File: src/rtl/apb_pkg.sv
// Shared APB definitions for the master bridge, the interconnect and their benches.
package apb_pkg;

  localparam int unsigned APB_ADDR_W = 20;
  localparam int unsigned APB_DATA_W = 16;
  localparam int unsigned APB_STRB_W = 2;

  typedef enum logic [1:0] {
    IDLE,
    SETUP,
    ACCESS,
    RESP
  } apb_state_t;

  // Two-target decode: the address MSB picks the target, result is one-hot.
  function automatic logic [1:0] psel_decode(input logic addr_msb);
    return addr_msb ? 2'b10 : 2'b01;
  endfunction

endpackage

File: src/rtl/apb_master_bridge.sv
// APB4 initiator: one command at a time in, SETUP/ACCESS on the bus,
// one response out, with an optional ACCESS-phase timeout.
module apb_master_bridge
  import apb_pkg::*;
#(
  parameter int unsigned ADDR_W         = APB_ADDR_W,
  parameter int unsigned DATA_W         = APB_DATA_W,
  parameter int unsigned STRB_W         = APB_STRB_W,
  parameter int unsigned TIMEOUT_CYCLES = 64
) (
  input  logic              clk,
  input  logic              reset,
  input  logic              cmd_valid,
  output logic              cmd_ready,
  input  logic              cmd_write,
  input  logic [ADDR_W-1:0] cmd_addr,
  input  logic [DATA_W-1:0] cmd_wdata,
  input  logic [STRB_W-1:0] cmd_strb,
  output logic              rsp_valid,
  input  logic              rsp_ready,
  output logic [DATA_W-1:0] rsp_rdata,
  output logic              rsp_slverr,
  output logic              rsp_timeout,
  output logic [1:0]        psel,
  output logic              penable,
  output logic [ADDR_W-1:0] paddr,
  output logic [DATA_W-1:0] pwdata,
  output logic              pwrite,
  output logic [STRB_W-1:0] pstrb,
  input  logic [DATA_W-1:0] prdata_icn,
  input  logic              pready_icn,
  input  logic              pslverr_icn
);

  localparam bit          TIMEOUT_EN = (TIMEOUT_CYCLES != 0);
  localparam int unsigned CNT_W      = TIMEOUT_EN ? $clog2(TIMEOUT_CYCLES + 1) : 1;

  apb_state_t       state;
  apb_state_t       state_next;
  logic [CNT_W-1:0] tmo_cnt;
  logic             access_done;
  logic             access_abort;

  // Next-state decode; pready takes priority over the timeout on the same cycle.
  always_comb begin
    state_next   = state;
    access_done  = 1'b0;
    access_abort = 1'b0;
    case (state)
      IDLE: begin
        if (cmd_valid) state_next = SETUP;
      end
      SETUP: begin
        state_next = ACCESS;
      end
      ACCESS: begin
        if (pready_icn) begin
          access_done = 1'b1;
          state_next  = RESP;
        end else if (TIMEOUT_EN && (tmo_cnt == CNT_W'(TIMEOUT_CYCLES))) begin
          access_abort = 1'b1;
          state_next   = RESP;
        end
      end
      RESP: begin
        if (rsp_ready) state_next = IDLE;
      end
      default: state_next = IDLE;
    endcase
  end

  // State register; cmd_ready is registered from the next state so it stays low during reset.
  always_ff @(posedge clk or posedge reset) begin
    if (reset) begin
      state     <= IDLE;
      cmd_ready <= 1'b0;
    end else begin
      state     <= state_next;
      cmd_ready <= (state_next == IDLE);
    end
  end

  // Registered APB drive, timeout counter and response capture.
  always_ff @(posedge clk or posedge reset) begin
    if (reset) begin
      psel        <= '0;
      penable     <= 1'b0;
      paddr       <= '0;
      pwdata      <= '0;
      pwrite      <= 1'b0;
      pstrb       <= '0;
      tmo_cnt     <= '0;
      rsp_valid   <= 1'b0;
      rsp_rdata   <= '0;
      rsp_slverr  <= 1'b0;
      rsp_timeout <= 1'b0;
    end else begin
      case (state)
        IDLE: begin
          if (cmd_valid) begin
            psel   <= psel_decode(cmd_addr[ADDR_W-1]);
            paddr  <= cmd_addr;
            pwrite <= cmd_write;
            pwdata <= cmd_write ? cmd_wdata : '0;
            pstrb  <= cmd_write ? cmd_strb : '0;
          end
        end
        SETUP: begin
          penable <= 1'b1;
          tmo_cnt <= '0;
        end
        ACCESS: begin
          if (access_done || access_abort) begin
            psel        <= '0;
            penable     <= 1'b0;
            paddr       <= '0;
            pwdata      <= '0;
            pwrite      <= 1'b0;
            pstrb       <= '0;
            rsp_valid   <= 1'b1;
            rsp_rdata   <= (access_done && !pwrite) ? prdata_icn : '0;
            rsp_slverr  <= access_done ? pslverr_icn : 1'b1;
            rsp_timeout <= access_abort;
          end else begin
            tmo_cnt <= tmo_cnt + CNT_W'(1);
          end
        end
        RESP: begin
          if (rsp_ready) begin
            rsp_valid   <= 1'b0;
            rsp_rdata   <= '0;
            rsp_slverr  <= 1'b0;
            rsp_timeout <= 1'b0;
          end
        end
        default: ;
      endcase
    end
  end

endmodule

File: config.mk
export PLATFORM = sky130hd
export DESIGN_NAME = apb_master_bridge
export DESIGN_NICKNAME = d
export VERILOG_FILES = /design/src/rtl/apb_pkg.sv /design/src/rtl/apb_master_bridge.sv
export SDC_FILE = /design/constraint.sdc
export NUM_CORES = 1
export LEC_CHECK = 0
export ABC_AREA = 1
export CAP_MARGIN = 20
export CORE_MARGIN = 2
export CORE_UTILIZATION = 62
export DETAILED_ROUTE_END_ITERATION = 16
export DONT_BUFFER_PORTS = 1
export PLACE_DENSITY = 0.78
export SYNTH_ARGS = -nofsm -noshare
export SYNTH_HDL_FRONTEND = slang
export SYNTH_SLANG_ARGS = --single-unit
export TNS_END_PERCENT = 1
File: constraint.sdc
create_clock -name clk -period 2.8 [get_ports clk]
set_input_delay 0.28 -clock clk [delete_from_list [all_inputs] [get_ports clk]]
set_output_delay 0.28 -clock clk [all_outputs]
set_load 0.005 [all_outputs]
After elaboration in Yosys (flattened, before gate mapping)
Index checks and enable logic that the tools add are counted.
Storage, ports and cells
  flip-flop bits (word level): 71
  input bits: 61
  output and inout port bits: 62
  word-level logic and storage cells: 76
Operators by class
  $add $sub $neg: 1
  equality and inequality tests: 8
  mux-type cells: 42
  reduce and logical (&&, ||, !) cells: 12
Operators with widths (count)
  $mux 16: 6
  $pmux 16 s2: 2
  $mux 20: 2
  $pmux 20 s2: 1
  $mux 2: 9
  $pmux 7 s2: 1
  $mux 1: 12
  $pmux 1 s2: 5
  $ne 2x2->1 const B: 4
  $pmux 2 s2: 2
  $pmux 2 s4: 1
  $add 7x1->7 const B: 1
  $eq 7x7->1 const B: 1
  $mux 7: 1
  $reduce_and 3->1: 2
  $reduce_bool 2->1: 3
  $eq 2x2->1 const B: 2
  $logic_not 2->1: 2
  $reduce_and 2->1: 2
  $eq 2x1->1 const B: 1
  $logic_and 1x1->1: 1
  $logic_not 1->1: 1
  $logic_or 1x1->1: 1

Depth between registers and ports, before layout
Gate-level depths: netlist (run 1).
  depth after elaboration: 7
  depth in mapped cells: 9
  mapped depth without buffers: 8

Least setup slack after synthesis (run 1)
Ideal clock, no wire load.
  path kind: register -> register
  from: register tmo_cnt[0]
  to: register rsp_rdata[0]
  setup time: 0.116 ns
  data arrival time: 1.300 ns
  data required time: 2.684 ns
  slack: 1.383 ns
  stages on the path, launching flop included: 10
  cells stage by stage: dfrtp_1 > inv_1 > ha_1 > nand4_2 > nand2_2 > buf_6 > nand2_8 > buf_12 > nand2_1 > nand2_1
On the way
  word-level cells in the longest chain between the ends: 7
Ends and longest elaborated chain
  start: declaration: line apb_master_bridge.sv:40  | logic [CNT_W-1:0] tmo_cnt;
  start signal: assignment: line apb_master_bridge.sv:125  | tmo_cnt <= tmo_cnt + CNT_W'(1);
  $eq 7x7->1: line apb_master_bridge.sv:60  | end else if (TIMEOUT_EN && (tmo_cnt == CNT_W'(TIMEOUT_CYCLES))) begin
  $mux 1: line apb_master_bridge.sv:60
  $mux 1: line apb_master_bridge.sv:57  | if (pready_icn) begin
  $mux 1: line apb_master_bridge.sv:49  | case (state)
  $logic_or 1x1->1: line apb_master_bridge.sv:113  | if (access_done || access_abort) begin
  $ne 2x2->1 (no source line)
  $reduce_and 3->1 (no source line)
  end signal: assignment: line apb_master_bridge.sv:121  | rsp_rdata <= (access_done && !pwrite) ? prdata_icn : '0;
  end: declaration: line apb_master_bridge.sv:21  | output logic [DATA_W-1:0] rsp_rdata,
No other way between the ends.
A chain may end at the register's enable or synchronous reset.

Worst setup path after layout (run 1)
  from: register state[0]
  to: register pwdata[9]
On the way
  word-level cells in the longest chain between the ends: 5
  elaborated cells between the ends (all ways): 10
  classes of those cells: eq/ne (3); mux (3); reduce/logical (4)
Ends and longest elaborated chain
  start: declaration: line apb_master_bridge.sv:38  | apb_state_t state;
  start signal: assignment: line apb_master_bridge.sv:78  | state <= state_next;
  $eq 2x2->1: line apb_master_bridge.sv:49, apb_master_bridge.sv:98
  $mux 1: line apb_master_bridge.sv:49
  $logic_or 1x1->1: line apb_master_bridge.sv:113
  $ne 2x2->1 (no source line)
  $reduce_and 3->1 (no source line)
  end signal: assignment: line apb_master_bridge.sv:104  | pwdata <= cmd_write ? cmd_wdata : '0;
  end: declaration: line apb_master_bridge.sv:27  | output logic [DATA_W-1:0] pwdata,
Several ways; a longest one is shown, not always the timed one.

==> results of run 1 <==
## report_power, final
| group | switching, mW | internal, mW | total (mW) |
|---|---|---|---|
| Clock | 0.366 | 0.460 | 0.826 |
| Combinational | 0.656 | 0.273 | 0.929 |
| Sequential | 0.324 | 1.38 | 1.71 |
## per-layer routing
layer	track usage [%]	vias to the layer above
met2	36.5	101
met3	7.32	16
li1	-	1079
met4	12.9	0
met1	28.9	1075
met5	0	-
## Yosys cell counts, types with 2 or more instances
cell	count	share of area, %
buf_2	2	0.33
buf_4	5	1.2
buf_6	2	0.74
clkbuf_1	6	0.74
dfrtp_1	70	58
ha_1	2	0.82
inv_1	10	1.2
inv_2	3	0.37
nand2_1	177	22
nand2_2	2	0.41
nand3_1	12	2.0
nand4_1	21	4.3
nor2_1	15	1.9
nor2_4	3	1.1
xor2_1	2	0.58
## registers in the layout, summed over array words and instances (netlist names), 2 cells and up
register   cells
pwdata        16
pstrb          2
psel           2
tmo_cnt        7
paddr         19
rsp_rdata     16
state          2
## metrics by stage
stage | instances | hold slack [ps] | setup slack [ps] | area [µm²] | util [%]
4_1_cts | 415 | 50.3 | 829 | 3240 | 68.6
6_report | 417 | 59.8 | 814 | 3270 | 69.2
2_1_floorplan | 345 | 397 | 752 | 3040 | -
5_1_grt | 417 | 46.2 | 594 | 3270 | 69.2
3_5_place_dp | 399 | 401 | 848 | 3030 | 64.2
3_3_place_gp | 399 | 398 | 932 | 3030 | 64.2
## kinds of logic after synthesis
kind of cell / after synthesis / synth area share [%]
compound gates: 4 / 1.24
xor+xnor: 3 / 0.865
fa+ha+maj: 2 / 0.823
buf+inv: 29 / 5.31
flops: 70 / 57.6
simple gates: 237 / 34.1
## worst reg2reg max path: stages, from the launching register on
cell and delay (ps):
dfrtp_1 370, inv_2 330, nand2_4 190, nor2_4 170, nand2_2 200, nand2_1 110
buf_4 360, nand2_1 120, nand2_1 70
## worst min-delay path by stage
stage	from	to	slack, ps	cells after the start
finish	cmd_wdata[8]	pwdata[8]$_DFFE_PP0P_	60	2
global route	prdata_icn[2]	rsp_rdata[2]$_DFFE_PP0P_	50	2
CTS	prdata_icn[6]	rsp_rdata[6]$_DFFE_PP0P_	50	2
detailed placement	prdata_icn[6]	rsp_rdata[6]$_DFFE_PP0P_	400	2
global placement	cmd_wdata[6]	pwdata[6]$_DFFE_PP0P_	400	2
floorplan	prdata_icn[6]	rsp_rdata[6]$_DFFE_PP0P_	400	2
## repair_timing
| action | CTS | global route |
|---|---|---|
| hold endpoints to repair | 0 | 8 |
| setup buffers | 0 | 0 |
| hold buffers | 0 | 1 |
## area by class of cell
type | count | area [µm²] | share of cell area, %
Sequential cell | 70 | 1750 | 53.6
Inverter | 13 | 48.8 | 1.49
Multi-Input combinational cell | 246 | 1130 | 34.4
Clock inverter | 5 | 56.3 | 1.72
Tap cell | 67 | 83.8 | 2.56
Timing Repair Buffer | 5 | 52.6 | 1.61
Clock buffer | 11 | 151 | 4.63
==> results.yml, run 1 <==
critical_path:
  crit_end: "pwdata[9]$_DFFE_PP0P_"
  cp.depth: 8
  cp_max_fo: 40
  critPathMostFrequentCell: "nand2_1"
  crit_chain: "inv_2 > nand2_4 > nor2_4 > nand2_2 > nand2_1 > buf_4 > nand2_1 > nand2_1"
  critPathSlowestCell: "dfrtp_1"
  arrival_ps: 2260
  crit_family: "simple AND/OR/NAND/NOR gates"
  crit_buf_inv: 2
  r2r_end: "pwdata[9]$_DFFE_PP0P_"
  crit_path_start_kind: "flop"
  endpoint_kind: "flop"
  crit_required_ps: 3070
  rr_worst_depth: 8
  r2r_slack_ps: 810
  r2r_start: "state[0]$_DFF_PP0_"
  crit_type: "flop to flop"
  critPathMaxStageDelay_ps: 370
  startpoint: "state[0]$_DFF_PP0_"
synthesis:
  ys_seq_area_share_pct: 57.6
  netlist_area_um2: 3040
  synth_warnings: 0
  synth_edf_count: 0
  syn_nets: 408
  synth.avg_cell_area_um2: 8.81
  ys_ff_latch: 70
  synth.distinct_cells: 28
  ys_async_sr_fraction_pct: 100
  ys.flop_type: "dfrtp_1"
  synth_cells: 345
finish:
  area_growth_syn_to_layout_pct: 7.62
  drive_gt1_share_pct: 10.0
  final_common_cell: "nand2_1"
  fillerInstances: 365
  final_nets: 408
  num_antenna_cells: 0
  layout_common_cells: "nand2_1 (177), dfrtp_1 (70), nand4_1 (21), nor2_1 (15), nand3_1 (12)"
power:
  p_leak_nw: 1.77
  power_mw: 3.46
  peakVddDrop_uv: 564
  powerDensity_nw_per_um2: 1060
global_route:
  grt_antenna_before_repair: 0
  grt_max_degree: 56
  grt_overflow: 0
  grt_pass1_vias: 2183
  grt_usage_pct: 23.3
  grt_first_pass_wirelength_mm: 9.62
clocking:
  insertion_delay_ps: 340
  cts-root-buf: "clkbuf_8"
  htreeDepth: 3
  cts_buffers: 9
  cts.sinks: 70
  cts_resized: 0
  cts_tree: "built"
  clk_pin_slew_ps: 70
  cts_max_path_buffers: 2
route:
  wl_met2_mm: 2.92
  viasPerCell: 5.45
  wl_mm: 6.17
  vias: 2271
  final_antenna_net_count: 0
  drc: 0
  drt-initial-drc-count: 112
  drt-pass1-iter-count: 4
  wl_met3_um: 571
  wl_met1_mm: 2.51
  wl_per_cell_um: 14.8
  maxUsedRoutingLayer: "met4"
placement:
  hpwl_mm: 4.34
  routabilityCongestion: 0.924
  io_buffers: 0
timing:
  fin_skew_ps: 11.0
  drv_slew: 0
  final.setup.tns_ps: 0
  tightest_slew_ps: 588
  setup_violations: 0
  post-route-period-util_pct: 70.9
  rsz0062_at_grt: "false"
  fin_crit_ps: 1990
  slew_headroom_pct: 60.7
  fmax_mhz: 504
  hold_violations: 0
floorplanning:
  core_area_um2: 4720
  initial_core_util_pct: 64.3
  die_h_um: 74.0
  fp.dieArea_um2: 5480
  dieWidth_um: 74.0
  rows: 25
  top_level_ports: 123
outcome:
  status: "completed"
min_path:
  min_path_type: "input pin to flop"
run:
  maxCapViolations: 0
Power figures use the tool's default switching activity.
==> inputs of run 2 (changes only) <==
Clock period 2.8 ns to 1.9 ns, I/O delays scaled along.
==> results.yml, run 2 (synthesized netlist as in run 1, its figures left out) <==
timing:
  hold_violations: 0
  fin_skew_ps: 7.85
  fmax_mhz: 608
  fin_crit_ps: 1650
  setup_violations: 0
  slew_headroom_pct: 54.9
  final.setup.tns_ps: 0
  drv_slew: 0
  tightest_slew_ps: 675
  rsz0062_at_grt: "false"
  post-route-period-util_pct: 86.6
global_route:
  grt_usage_pct: 28.6
  grt_first_pass_wirelength_mm: 11.6
  grt_overflow: 0
  grt_max_degree: 32
  grt_antenna_before_repair: 0
  grt_pass1_vias: 2508
critical_path:
  critPathMostFrequentCell: "nand2_1"
  critPathSlowestCell: "dfrtp_1"
  arrival_ps: 1880
  crit_required_ps: 2130
  crit_chain: "inv_1 > ha_1 > nand4_2 > nand2_2 > nand2_1 > buf_4 > nand2_1 > nand2_1"
  rr_worst_depth: 8
  cp_max_fo: 26
  crit_type: "flop to flop"
  r2r_end: "pwdata[1]$_DFFE_PP0P_"
  crit_path_start_kind: "flop"
  critPathMaxStageDelay_ps: 420
  endpoint_kind: "flop"
  r2r_start: "tmo_cnt[0]$_DFFE_PP0P_"
  r2r_slack_ps: 250
route:
  final_antenna_net_count: 0
  drt-initial-drc-count: 134
  wl_per_cell_um: 15.9
  drc: 0
  viasPerCell: 5.37
  vias: 2490
  drt-pass1-iter-count: 4
  wl_mm: 7.37
finish:
  num_antenna_cells: 0
  final_nets: 455
  multi_input_area_um2: 1130
  top_register: "paddr"
  drive_gt1_share_pct: 9.32
  final_common_cell: "nand2_1"
  fillerInstances: 310
  regArea_um2: 1750
  area_growth_syn_to_layout_pct: 22.3
  layout_common_cells: "nand2_1 (177), dfrtp_1 (70), dlygate4sd3_1 (46), nand4_1 (21), nor2_1 (15)"
  final_cell_area_um2: 3720
  largest_register_ffs: 19
  top_regs: "paddr x19, pwdata x16, rsp_rdata x16"
  final_util_pct: 78.7
min_path:
  min_path_cells: 2
  hold_start: "cmd_addr[14]"
  worstHoldEndpoint: "paddr[14]$_DFFE_PP0P_"
  min_path_type: "input pin to flop"
placement:
  hpwl_mm: 4.55
  postPlaceCellArea_um2: 3070
  routabilityCongestion: 0.789
  io_buffers: 0
power:
  peakVddDrop_uv: 1090
  power_mw: 5.16
  powerDensity_nw_per_um2: 1390
  p_leak_nw: 1.95
clocking:
  insertion_delay_ps: 340
  htreeDepth: 3
  clk_pin_slew_ps: 70
  cts_buffers: 9
  cts-root-buf: "clkbuf_8"
  cts_max_path_buffers: 2
  post_cts_buffers: 0
  cts.sinks: 70
  cts_tree: "built"
run:
  maxCapViolations: 0
floorplanning:
  initial_core_util_pct: 64.3
  dieWidth_um: 74.0
  top_level_ports: 123
  rows: 25
  die_h_um: 74.0
  fp.dieArea_um2: 5480
  core_area_um2: 4720
outcome:
  status: "completed"
[run 2: where the power goes]
| group | leakage [nW] | switching, mW | internal [mW] |
|---|---|---|---|
| registers | 0.937 | 0.492 | 2.04 |
| clock network | 0.0913 | 0.541 | 0.542 |
| logic | 0.919 | 1.04 | 0.505 |
[run 2: critical path: cells and delay by family (launching register included)]
family | cells | cell delay, ps
adder cells (fa/ha/maj) | 1 | 170
buffers and inverters | 2 | 340
flip-flops | 1 | 420
AND/OR/NAND/NOR | 5 | 600
[run 2: repair_timing]
| item | in CTS | in global routing |
|---|---|---|
| endpoints found under the hold margin | 74 | 0 |
| endpoints found under the setup margin | 0 | 0 |
| gates resized for setup | 0 | 0 |
| hold buffers | 46 | 0 |
[run 2: per-layer routing]
| layer | GRT usage, % | up-vias | wire length [µm] |
|---|---|---|---|
| li1 | - | 1175 | - |
| met1 | 34.3 | 1199 | 2870 |
| met2 | 48.5 | 104 | 3750 |
| met3 | 8.54 | 12 | 640 |
| met4 | 11.5 | 0 | 118 |
| met5 | 0 | - | 0 |
[run 2: area by class of cell]
class,count,share of cell area [%]
clock inverters,5,0.909
inverters,13,1.41
multi-input cells,246,30.3
well taps,67,2.26
clock buffers,11,4.07
repair buffers,52,13.9
flip-flops and latches,70,47.1
[run 2: how the worst max path moves through the flow]
stage / start / depth (start not counted) / endpoint
2_1_floorplan: tmo_cnt[0]$_DFFE_PP0P_ / 9 / rsp_rdata[0]$_DFFE_PP0P_
3_3_place_gp: tmo_cnt[0]$_DFFE_PP0P_ / 8 / pwdata[5]$_DFFE_PP0P_
3_5_place_dp: tmo_cnt[0]$_DFFE_PP0P_ / 8 / pwdata[2]$_DFFE_PP0P_
4_1_cts: tmo_cnt[0]$_DFFE_PP0P_ / 8 / pwdata[2]$_DFFE_PP0P_
5_1_grt: tmo_cnt[0]$_DFFE_PP0P_ / 8 / pwdata[1]$_DFFE_PP0P_
6_report: tmo_cnt[0]$_DFFE_PP0P_ / 8 / pwdata[1]$_DFFE_PP0P_
[run 2: per-stage QoR]
stage / cells / hold WS, ps / setup slack [ps]
after floorplan: 345 / 307 / 483
after global placement: 402 / 184 / 360
after detailed placement: 402 / 194 / 289
after CTS: 464 / 0.0817 / 273
after global routing: 464 / 1.64 / 97.2
final: 464 / 9.65 / 254
==> inputs of run 3 (changes only) <==
Settings changed: CTS_CLUSTER_DIAMETER set to 80, PLACE_DENSITY 0.78 to not set, PLACE_DENSITY_LB_ADDON set to 0.15.
==> results.yml, run 3 (synthesized netlist as in run 1, its figures left out) <==
critical_path:
  crit_required_ps: 2170
  crit_type: "flop to flop"
  r2r_start: "tmo_cnt[0]$_DFFE_PP0P_"
  crit_end: "pstrb[1]$_DFFE_PP0P_"
  arrival_ps: 1860
  startpoint: "tmo_cnt[0]$_DFFE_PP0P_"
  crit_family: "simple AND/OR/NAND/NOR gates"
  crit_chain: "inv_1 > ha_1 > nand4_2 > nand2_2 > nand2_1 > buf_4 > nand2_1 > nand2_1"
  critPathMaxStageDelay_ps: 410
  crit_buf_inv: 2
  endpoint_kind: "flop"
  r2r_slack_ps: 300
  crit_path_start_kind: "flop"
  cp.depth: 8
  cp_max_fo: 40
  rr_worst_depth: 8
  r2r_end: "pstrb[1]$_DFFE_PP0P_"
  critPathSlowestCell: "dfrtp_1"
  critPathMostFrequentCell: "nand2_1"
run:
  maxCapViolations: 0
clocking:
  cts.sinks: 70
  htreeDepth: 3
  cts-root-buf: "clkbuf_8"
  cts_buffers: 9
  insertion_delay_ps: 330
  cts_max_path_buffers: 2
  cts_tree: "built"
  clk_pin_slew_ps: 70
route:
  viasPerCell: 5.39
  wl_mm: 7.28
  wl_per_cell_um: 15.7
  final_antenna_net_count: 0
  drt-initial-drc-count: 181
  drc: 0
  drt-pass1-iter-count: 5
  vias: 2489
finish:
  top_register: "paddr"
  final_cells: 462
  num_antenna_cells: 0
  layout_common_cells: "nand2_1 (177), dfrtp_1 (70), dlygate4sd3_1 (46), nand4_1 (21), nor2_1 (15)"
  final_util_pct: 78.1
  drive_gt1_share_pct: 8.61
  final_common_cell: "nand2_1"
  area_growth_syn_to_layout_pct: 21.4
  final_nets: 454
  largest_register_ffs: 19
  top_regs: "paddr x19, pwdata x16, rsp_rdata x16"
timing:
  setup_violations: 0
  slew_headroom_pct: 55.5
  rsz0062_at_grt: "false"
  fin_crit_ps: 1600
  hold_violations: 0
  hold_ws_ps: 10.7
  fmax_mhz: 627
  fin_skew_ps: 7.85
  tightest_slew_ps: 666
  final.setup.tns_ps: 0
  drv_slew: 0
  post-route-period-util_pct: 84.0
power:
  pwr-share-clk_pct: 20.3
  p_switching_mw: 2.03
  comb_power_share_pct: 29.9
  switching_share_pct: 40.1
  power_mw: 5.07
  powerDensity_nw_per_um2: 1370
  seqPwrFrac_pct: 49.8
  p_leak_nw: 1.94
  peakVddDrop_uv: 922
  power.internal_mw: 3.03
min_path:
  min_path_type: "input pin to flop"
  min_path_cells: 2
placement:
  io_buffers: 0
  dp.cells: 401
  hpwl_mm: 4.41
  routabilityCongestion: 0.805
floorplanning:
  die_h_um: 74.0
  top_level_ports: 123
  core_area_um2: 4720
  initial_core_util_pct: 64.3
  dieWidth_um: 74.0
  rows: 25
  fp.dieArea_um2: 5480
global_route:
  grt_pass1_vias: 2389
  grt_max_degree: 42
  grt_antenna_before_repair: 0
  grt_usage_pct: 27.8
  grt_overflow: 0
  grt_first_pass_wirelength_mm: 11.2
outcome:
  status: "completed"
==> run 3: repair_timing <==
action / 4_1_cts / 5_1_grt
hold buffers: 46 / 0
buffers inserted: 0 / 0
endpoints found under the hold margin: 75 / 0
resized for setup: 0 / 0
==> run 3: routing by layer <==
layer,up-vias,share of wire [%],global-route usage [%]
met5,-,0,0
met4,0,2.0,15.2
met3,12,8.3,7.18
met2,107,51,45.4
met1,1195,39,34.0
li1,1175,-,-
==> run 3: worst min path at each step <==
stage                  start                       end  slack [ps]
4_1_cts         cmd_addr[16]     paddr[16]$_DFFE_PP0P_        0.01
6_report         cmd_addr[3]      paddr[3]$_DFFE_PP0P_          10
3_5_place_dp           reset    pwdata[14]$_DFFE_PP0P_         180
2_1_floorplan  prdata_icn[6]  rsp_rdata[6]$_DFFE_PP0P_         310
5_1_grt         cmd_addr[16]     paddr[16]$_DFFE_PP0P_           3
3_3_place_gp           reset    pwdata[14]$_DFFE_PP0P_         170
==> run 3: through the flow <==
stage          cell area (µm²)  worst slack (ps)
2_1_floorplan             3040               483
5_1_grt                   3690               121
3_5_place_dp              3060               322
4_1_cts                   3690               310
6_report                  3690               304
3_3_place_gp              3060               390
==> run 3: power by group through the flow <==
stage	Combinational (mW)	Clock, mW	Sequential [mW]
after floorplan	1.28	0	2.40
after global placement	1.38	0	2.53
after detailed placement	1.43	0	2.53
after CTS	1.51	1.05	2.52
after global routing	1.72	1.12	2.60
final	1.52	1.03	2.52
==> run 3: final cells by class <==
type	instances	area [µm²]
inverters	13	52.6
fillers	308	1030
flip-flops and latches	70	1750
well taps	67	83.8
multi-input cells	246	1130
repair buffers	51	510
clock inverters	4	23.8
clock buffers	11	141
